File: src/rtl/timer_pkg.sv
`default_nettype none
// ============================================================================
//  Module      : timer_pkg
//  Description : Shared types and helpers for the multi-channel seconds timer.
//  Revision    : 1.0 - initial release
// ============================================================================
package timer_pkg;

    typedef enum logic [0:0] {
        ST_IDLE = 1'b0,
        ST_RUN  = 1'b1
    } ch_state_t;

    // Sub-second counter width; CLK_HZ is at least 2, so $clog2 is never 0.
    function automatic int sub_width(input int clk_hz);
        return (clk_hz > 2) ? $clog2(clk_hz) : 1;
    endfunction

    // Read-select width; a single channel still gets a 1-bit select.
    function automatic int sel_width(input int n_ch);
        return (n_ch > 1) ? $clog2(n_ch) : 1;
    endfunction

    // LSB position of channel ch inside a packed per-channel bus.
    function automatic int ch_lsb(input int ch, input int width);
        return ch * width;
    endfunction

endpackage
`default_nettype wire

File: src/rtl/multi_sec_timer_if.sv
`default_nettype none
// ============================================================================
//  Module      : multi_sec_timer_if
//  Description : Control/status bundle between the control FSM and the timer.
//  Revision    : 1.0 - initial release
// ============================================================================
interface multi_sec_timer_if #(
    parameter int CNT_W = 16,
    parameter int N_CH  = 4
);
    import timer_pkg::*;

    localparam int SEL_W = sel_width(N_CH);

    logic [N_CH-1:0]       start;
    logic [N_CH-1:0]       stop;
    logic [N_CH-1:0]       periodic;
    logic [N_CH*CNT_W-1:0] duration;
    logic [SEL_W-1:0]      rd_sel;
    logic [N_CH-1:0]       busy;
    logic [N_CH-1:0]       done;
    logic [CNT_W-1:0]      remaining;

    modport master (
        output start, stop, periodic, duration, rd_sel,
        input  busy, done, remaining
    );

    modport slave (
        input  start, stop, periodic, duration, rd_sel,
        output busy, done, remaining
    );

endinterface
`default_nettype wire

File: src/rtl/timer_channel.sv
`default_nettype none
// ============================================================================
//  Module      : timer_channel
//  Description : One programmable seconds channel: IDLE/RUN FSM, sub-second and
//                seconds counters, one-shot or auto-reload expiry pulse.
//  Revision    : 1.0 - initial release
// ============================================================================
module timer_channel
    import timer_pkg::*;
#(
    parameter int CLK_HZ = 10000,
    parameter int CNT_W  = 16
) (
    input  wire logic             CLK,
    input  wire logic             reset,
    input  wire logic             start,
    input  wire logic             stop,
    input  wire logic             periodic,
    input  wire logic [CNT_W-1:0] duration,
    output logic                  busy,
    output logic                  done,
    output logic [CNT_W-1:0]      sec
);

    localparam int               SUB_W      = sub_width(CLK_HZ);
    localparam logic [SUB_W-1:0] c_sub_last = SUB_W'(CLK_HZ - 1);
    localparam logic [CNT_W-1:0] c_sec_one  = CNT_W'(1);

    ch_state_t        r_state, w_state_nxt;
    logic [SUB_W-1:0] r_sub,   w_sub_nxt;
    logic [CNT_W-1:0] r_sec,   w_sec_nxt;
    logic [CNT_W-1:0] r_dur,   w_dur_nxt;
    logic             r_per,   w_per_nxt;
    logic             r_done,  w_done_nxt;

    always_ff @(posedge CLK or negedge reset) begin
        if (!reset) begin
            r_state <= ST_IDLE;
            r_sub   <= '0;
            r_sec   <= '0;
            r_dur   <= '0;
            r_per   <= 1'b0;
            r_done  <= 1'b0;
        end else begin
            r_state <= w_state_nxt;
            r_sub   <= w_sub_nxt;
            r_sec   <= w_sec_nxt;
            r_dur   <= w_dur_nxt;
            r_per   <= w_per_nxt;
            r_done  <= w_done_nxt;
        end
    end

    // Priority: stop, then start/retrigger, then the running count.
    always_comb begin
        w_state_nxt = r_state;
        w_sub_nxt   = r_sub;
        w_sec_nxt   = r_sec;
        w_dur_nxt   = r_dur;
        w_per_nxt   = r_per;
        w_done_nxt  = 1'b0;

        if (stop) begin
            w_state_nxt = ST_IDLE;
            w_sub_nxt   = '0;
            w_sec_nxt   = '0;
        end else if (start) begin
            w_dur_nxt = duration;
            w_per_nxt = periodic;
            w_sub_nxt = '0;
            if (duration == '0) begin
                w_done_nxt  = 1'b1;
                w_state_nxt = ST_IDLE;
                w_sec_nxt   = '0;
            end else begin
                w_state_nxt = ST_RUN;
                w_sec_nxt   = duration;
            end
        end else if (r_state == ST_RUN) begin
            if (r_sub == c_sub_last) begin
                w_sub_nxt = '0;
                if (r_sec == c_sec_one) begin
                    w_done_nxt = 1'b1;
                    if (r_per) begin
                        w_sec_nxt = r_dur;
                    end else begin
                        w_sec_nxt   = '0;
                        w_state_nxt = ST_IDLE;
                    end
                end else begin
                    w_sec_nxt = r_sec - c_sec_one;
                end
            end else begin
                w_sub_nxt = r_sub + SUB_W'(1);
            end
        end
    end

    assign busy = (r_state == ST_RUN);
    assign done = r_done;
    assign sec  = r_sec;

endmodule
`default_nettype wire

File: src/rtl/multi_sec_timer.sv
`default_nettype none
// ============================================================================
//  Module      : multi_sec_timer
//  Description : N independent seconds-timer channels with a registered
//                remaining-time readback mux.
//  Revision    : 1.0 - initial release
// ============================================================================
module multi_sec_timer
    import timer_pkg::*;
#(
    parameter int CLK_HZ = 10000,
    parameter int CNT_W  = 16,
    parameter int N_CH   = 4
) (
    input  wire logic        CLK,
    input  wire logic        reset,
    multi_sec_timer_if.slave bus
);

    localparam int SEL_W  = sel_width(N_CH);
    localparam int N_SLOT = 1 << SEL_W;

    // Slots beyond N_CH read as zero so every rd_sel code is defined.
    logic [CNT_W-1:0] w_sec [N_SLOT];
    logic [CNT_W-1:0] r_remaining;

    genvar gi;
    for (gi = 0; gi < N_SLOT; gi++) begin : g_ch
        if (gi < N_CH) begin : g_live
            timer_channel #(
                .CLK_HZ (CLK_HZ),
                .CNT_W  (CNT_W)
            ) u_channel (
                .CLK      (CLK),
                .reset    (reset),
                .start    (bus.start[gi]),
                .stop     (bus.stop[gi]),
                .periodic (bus.periodic[gi]),
                .duration (bus.duration[ch_lsb(gi, CNT_W) +: CNT_W]),
                .busy     (bus.busy[gi]),
                .done     (bus.done[gi]),
                .sec      (w_sec[gi])
            );
        end else begin : g_pad
            assign w_sec[gi] = '0;
        end
    end

    always_ff @(posedge CLK or negedge reset) begin
        if (!reset) begin
            r_remaining <= '0;
        end else begin
            r_remaining <= w_sec[bus.rd_sel];
        end
    end

    assign bus.remaining = r_remaining;

endmodule
`default_nettype wire

File: src/flat_wrapper.sv
// flat-port wrapper written by rule: the top's interface ports become plain ports
module multi_sec_timer_flat import timer_pkg::*;
#(
    parameter int CLK_HZ = 10000,
    parameter int CNT_W  = 16,
    parameter int N_CH   = 4
)
  (CLK, reset, bus_start, bus_stop, bus_periodic, bus_duration, bus_rd_sel, bus_busy, bus_done, bus_remaining);
  multi_sec_timer_if #(.CNT_W(CNT_W), .N_CH(N_CH)) bus_i ();
  input  wire logic CLK;
  input  wire logic reset;
  input wire logic [$bits(bus_i.start)-1:0] bus_start;
  input wire logic [$bits(bus_i.stop)-1:0] bus_stop;
  input wire logic [$bits(bus_i.periodic)-1:0] bus_periodic;
  input wire logic [$bits(bus_i.duration)-1:0] bus_duration;
  input wire logic [$bits(bus_i.rd_sel)-1:0] bus_rd_sel;
  output wire logic [$bits(bus_i.busy)-1:0] bus_busy;
  output wire logic [$bits(bus_i.done)-1:0] bus_done;
  output wire logic [$bits(bus_i.remaining)-1:0] bus_remaining;
  assign bus_i.start = bus_start;
  assign bus_i.stop = bus_stop;
  assign bus_i.periodic = bus_periodic;
  assign bus_i.duration = bus_duration;
  assign bus_i.rd_sel = bus_rd_sel;
  assign bus_busy = bus_i.busy;
  assign bus_done = bus_i.done;
  assign bus_remaining = bus_i.remaining;
  multi_sec_timer #(.CLK_HZ(CLK_HZ), .CNT_W(CNT_W), .N_CH(N_CH)) u_core (.CLK(CLK), .reset(reset), .bus(bus_i));
endmodule
File: config.mk
export PLATFORM = sky130hd
export DESIGN_NAME = multi_sec_timer_flat
export DESIGN_NICKNAME = d
export VERILOG_FILES = /design/src/rtl/timer_pkg.sv /design/src/rtl/multi_sec_timer_if.sv /design/src/rtl/timer_channel.sv /design/src/rtl/multi_sec_timer.sv /design/src/flat_wrapper.sv
export SDC_FILE = /design/constraint.sdc
export NUM_CORES = 1
export LEC_CHECK = 0
export BUFFER_PORTS_ARGS = -buffer_cell sky130_fd_sc_hd__buf_2
export CAP_MARGIN = 10
export CORE_MARGIN = 3
export CORE_UTILIZATION = 50
export CTS_CLUSTER_DIAMETER = 40
export DETAILED_ROUTE_END_ITERATION = 12
export GPL_ROUTABILITY_DRIVEN = 1
export MAX_ROUTING_LAYER = met4
export PLACE_DENSITY = 0.78
export RECOVER_POWER = 50
export SLEW_MARGIN = 40
export SYNTH_ARGS = -nofsm -noshare
export SYNTH_HDL_FRONTEND = slang
export SYNTH_SLANG_ARGS = --single-unit
File: constraint.sdc
create_clock -name CLK -period 4.8 [get_ports CLK]
set_input_delay 0.24 -clock CLK [delete_from_list [all_inputs] [get_ports CLK]]
set_output_delay 0.24 -clock CLK [all_outputs]
set_load 0.05 [all_outputs]
==> impl_results.md <==
* Starting Density at 0.513
* Clock power frac at 0.496
* Site Rows at 55
* Synth unique cells at 74
* Nets at 1544
* Syn avg cell area at 8.71 sq um
* Number of flops mapped to enable cells by yosys at 0
* CTS tree: built
* Overflow after GRT at 0
* DP Worst Slack at 2.02 ns
* Register area share after synthesis at 0.454
* WS Path Type: primary input to asynchronous set/reset pin
* Clk_skew at 0.0244 ns
* Power Dens Cells at 394 nW/um^2
* Die area at 25200 sq um
* Maximum vdd drop at 0.218 mV
* Post-Layout Inst Area at 14000 sq um
* Setup Fix Bufs, Post-CTS at 0
* #FFs+latches synth at 212
* Layout area overhead at 19.8%
* Sequential fraction of design power at 0.379
* Drt initial violations at 1234
* Required time of the critical path at 5.12 ns
* Routability-driven placement congestion ratio at 0.938
* Fin crit period at 3.25 ns
* Post-synth top flop: dfrtp_1
* Total Wirelength at 32900 um
* Clk slew on worst S/H paths at 0.05 ns
* Pin count of the biggest net entering global routing at 116
* Crit Path Max Fanout at 115
* Synth top area share at 0.454
* Gr usage total at 0.267
* Leading area contributor after synthesis: dfrtp_1
* Fin. Hold Viols at 0
* Max-Cap Viols at 3
* Slowest stage delay, CP at 1.39 ns
* Mapped Nets at 1434
* Crit. End Element: asynchronous set/reset pin
* P_sw at 1490 uW
* Leak at 0.00628 uW
* RSZ-0062 raised after global routing: no
* Vias/cell at 6.05
* Worst-path cell chain: dlygate4sd3_1 > clkbuf_1 > clkbuf_4
* Number of buffers added on ports at 103
* Synth area leaders: dfrtp_1, nand2_1, nor2_1
* Layout cell share with drive strength beyond 1 at 0.144
* Max Clk Rate at 308 MHz
* Cell Area, Synth at 11700 sq um
* Initial antenna violation count at 1
* Switching share of power at 0.269
* CTS Sinks at 212
* Vias in the first global route at 10420
* Die X at 159 um
* Final Power at 5520 uW
* Syn Inst Count at 1342
* First-pass GRT wire length at 54400 um
* Crit path DAT at 3.57 ns
* Drt first pass iters at 5
* Internal power at 4030 uW
* Comb power frac at 0.126
* Chip Height at 159 um
* Root Driver: clkbuf_16
* Startpoint types: primary input
* # IOs at 104
* Non-filler cells, final at 1791
* Fill cells at 1870
* Post-DRT Antenna Nets at 0
* Placed Area at 12400 sq um
* Actual slew at the worst max-slew pin at 1.75 ns
* Buffers & Inverters on Critical Path at 3
* Cell family with most CP delay: buffers and inverters
* Failing checks: max-capacitance violations, max-slew violations
* Max-slew violations at 217
* CTS Buffer Depth at 3
* Post-DP HPWL at 22000 um
* Footprint of the multi-input gates at 5980 sq um
* Hold crit path type: primary input to flop
* Final Cycle Share at 0.677
* Critical-path top delay cell: clkbuf_4
* Async SR Flop Fraction at 1.00
* CTS buffer count at 35
* Outcome: finished, violations left
* Via count at 10840
* Max_slew headroom at -0.164
* FF/Latch Area at 5310 sq um
* # setup viols final at 0
* Final worst setup slack at 1.55 ns
* Drt drc at 0
* Placeable core region at 22800 sq um
* Synth warn at 0
* Final TNS setup at 0 ns
* H-tree depth at 2
* Dpl cells at 1692
* Clock Latency Late Sink at 0.51 ns
* Routed length per instance at 18.4 um
==> cell type report <==
cell class / instances / share of cell area
well taps: 313 / 0.0280
repair buffers: 149 / 0.0671
clock inverters: 17 / 0.0195
multi-input cells: 1028 / 0.427
diodes: 1 / 0.000179
flip-flops and latches: 212 / 0.379
clock buffers: 45 / 0.0719
inverters: 26 / 0.00697
==> stage by stage <==
step,utilization,hold slack [ns]
3_3_place_gp,0.542,0.383
5_1_grt,0.615,0.0164
3_5_place_dp,0.544,0.392
2_1_floorplan,-,-0.0556
4_1_cts,0.615,0.00420
6_report,0.615,0.0164
==> worst reg2reg max path: cells and delay by family, from the launching register on <==
kind | cells | cell delay [ns]
DFF | 1 | 0.45
buffers and inverters | 1 | 0.29
and+or+nand+nor | 5 | 1.71
AOI/OAI and AO/OA | 1 | 0.35
==> registers in the layout (all words and copies together), names as in the netlist <==
signal	cells
u_core.g_ch.g_live.u_channel.busy	4
u_core.g_ch.g_live.u_channel.sec	64
u_core.g_ch.g_live.u_channel.done	4
u_core.g_ch.g_live.u_channel.r_sub	56
u_core.g_ch.g_live.u_channel.r_per	4
u_core.g_ch.g_live.u_channel.r_dur	64
u_core.bus.remaining	16
==> power by group through the flow <==
stage	Combinational [uW]	Sequential, uW	Clock (uW)
after floorplan	434	2080	0
after global placement	646	2100	0
after detailed placement	660	2110	0
after CTS	688	2080	2760
after global routing	769	2100	2850
final	693	2090	2740
==> cell usage after synthesis, drive strengths merged (12+ instances only) <==
library cell	instances
a21oi	52
a31oi	41
and3	13
buf	15
clkbuf	60
dfrtp	212
ha	12
inv	25
mux4	16
nand2	294
nand2b	15
nand3	49
nand4	26
nor2	131
nor3	26
nor4	37
o21ai	71
o31ai	16
or3	16
xnor2	17
xor2	45
==> cells in the final DEF (no fill, tap or decap), types with 7 or more instances in the layout <==
cell and count:
clkbuf_1 8, o22ai_1 8, nand2b_1 15, a21oi_1 52, xor2_1 45, nor3_1 23, a22o_1 9, nor4_1 32
inv_1 25, bufinv_16 7, o31ai_1 16, ha_1 12, a31oi_1 41, dlygate4sd3_1 35, clkbuf_16 37, a21boi_0 8
or3_1 16, and3_1 13, mux4_2 15, dfrtp_1 212, buf_2 98, nand3_1 49, buf_4 9, o21ai_0 71
nor2_1 130, xnor2_1 17, nand2_1 294, o211ai_1 9, nand4_1 26, or4_1 10, nor2b_1 7
==> per-layer routing <==
metal | up-vias | part of all wire | GRT usage
met1 | 5206 | 0.43 | 0.361
li1 | 5001 | - | -
met2 | 553 | 0.46 | 0.406
met4 | 0 | 0.033 | 0.103
met3 | 80 | 0.082 | 0.0477
met5 | - | 0 | -
==> path summary, 6_finish.rpt <==
check / from / to / slack (ns) / cells past startpoint
max: reset / u_core.bus.remaining[6] / 1.55 / 3
min: bus_duration[59] / u_core.g_ch[3].g_live.u_channel.r_dur[11] / 0.02 / 3
max reg2reg: u_core.g_ch[2].g_live.u_channel.sec[9] / u_core.g_ch[2].g_live.u_channel.sec[8] / 1.95 / 7
min reg2reg: u_core.g_ch[0].g_live.u_channel.r_sub[13] / u_core.g_ch[0].g_live.u_channel.r_sub[13] / 0.47 / 1
max in group CLK: u_core.g_ch[2].g_live.u_channel.sec[9] / u_core.g_ch[2].g_live.u_channel.sec[8] / 1.95 / 7
min in group asynchronous: reset / u_core.g_ch[0].g_live.u_channel.r_dur[6] / 0.75 / 2
==> timing repair <==
item | 4_1_cts | 5_1_grt
resized for setup | 0 | 0
hold buffers | 35 | 0
hold endpoints to repair | 132 | 0
endpoints found under the setup margin | 0 | 0
==> logic make-up (layout without fill, tap and decap cells) <==
group / count (synthesis) / after routing / synth area share
compound gates: 259 / 259 / 0.139
xor+xnor: 62 / 62 / 0.0465
fa+ha+maj: 12 / 12 / 0.0129
buf+inv: 102 / 237 / 0.0373
flops: 212 / 212 / 0.454
mux: 17 / 17 / 0.0321
other cells: 0 / 1 / 0
simple gates: 678 / 678 / 0.278
(Power assumes the default switching activity.)
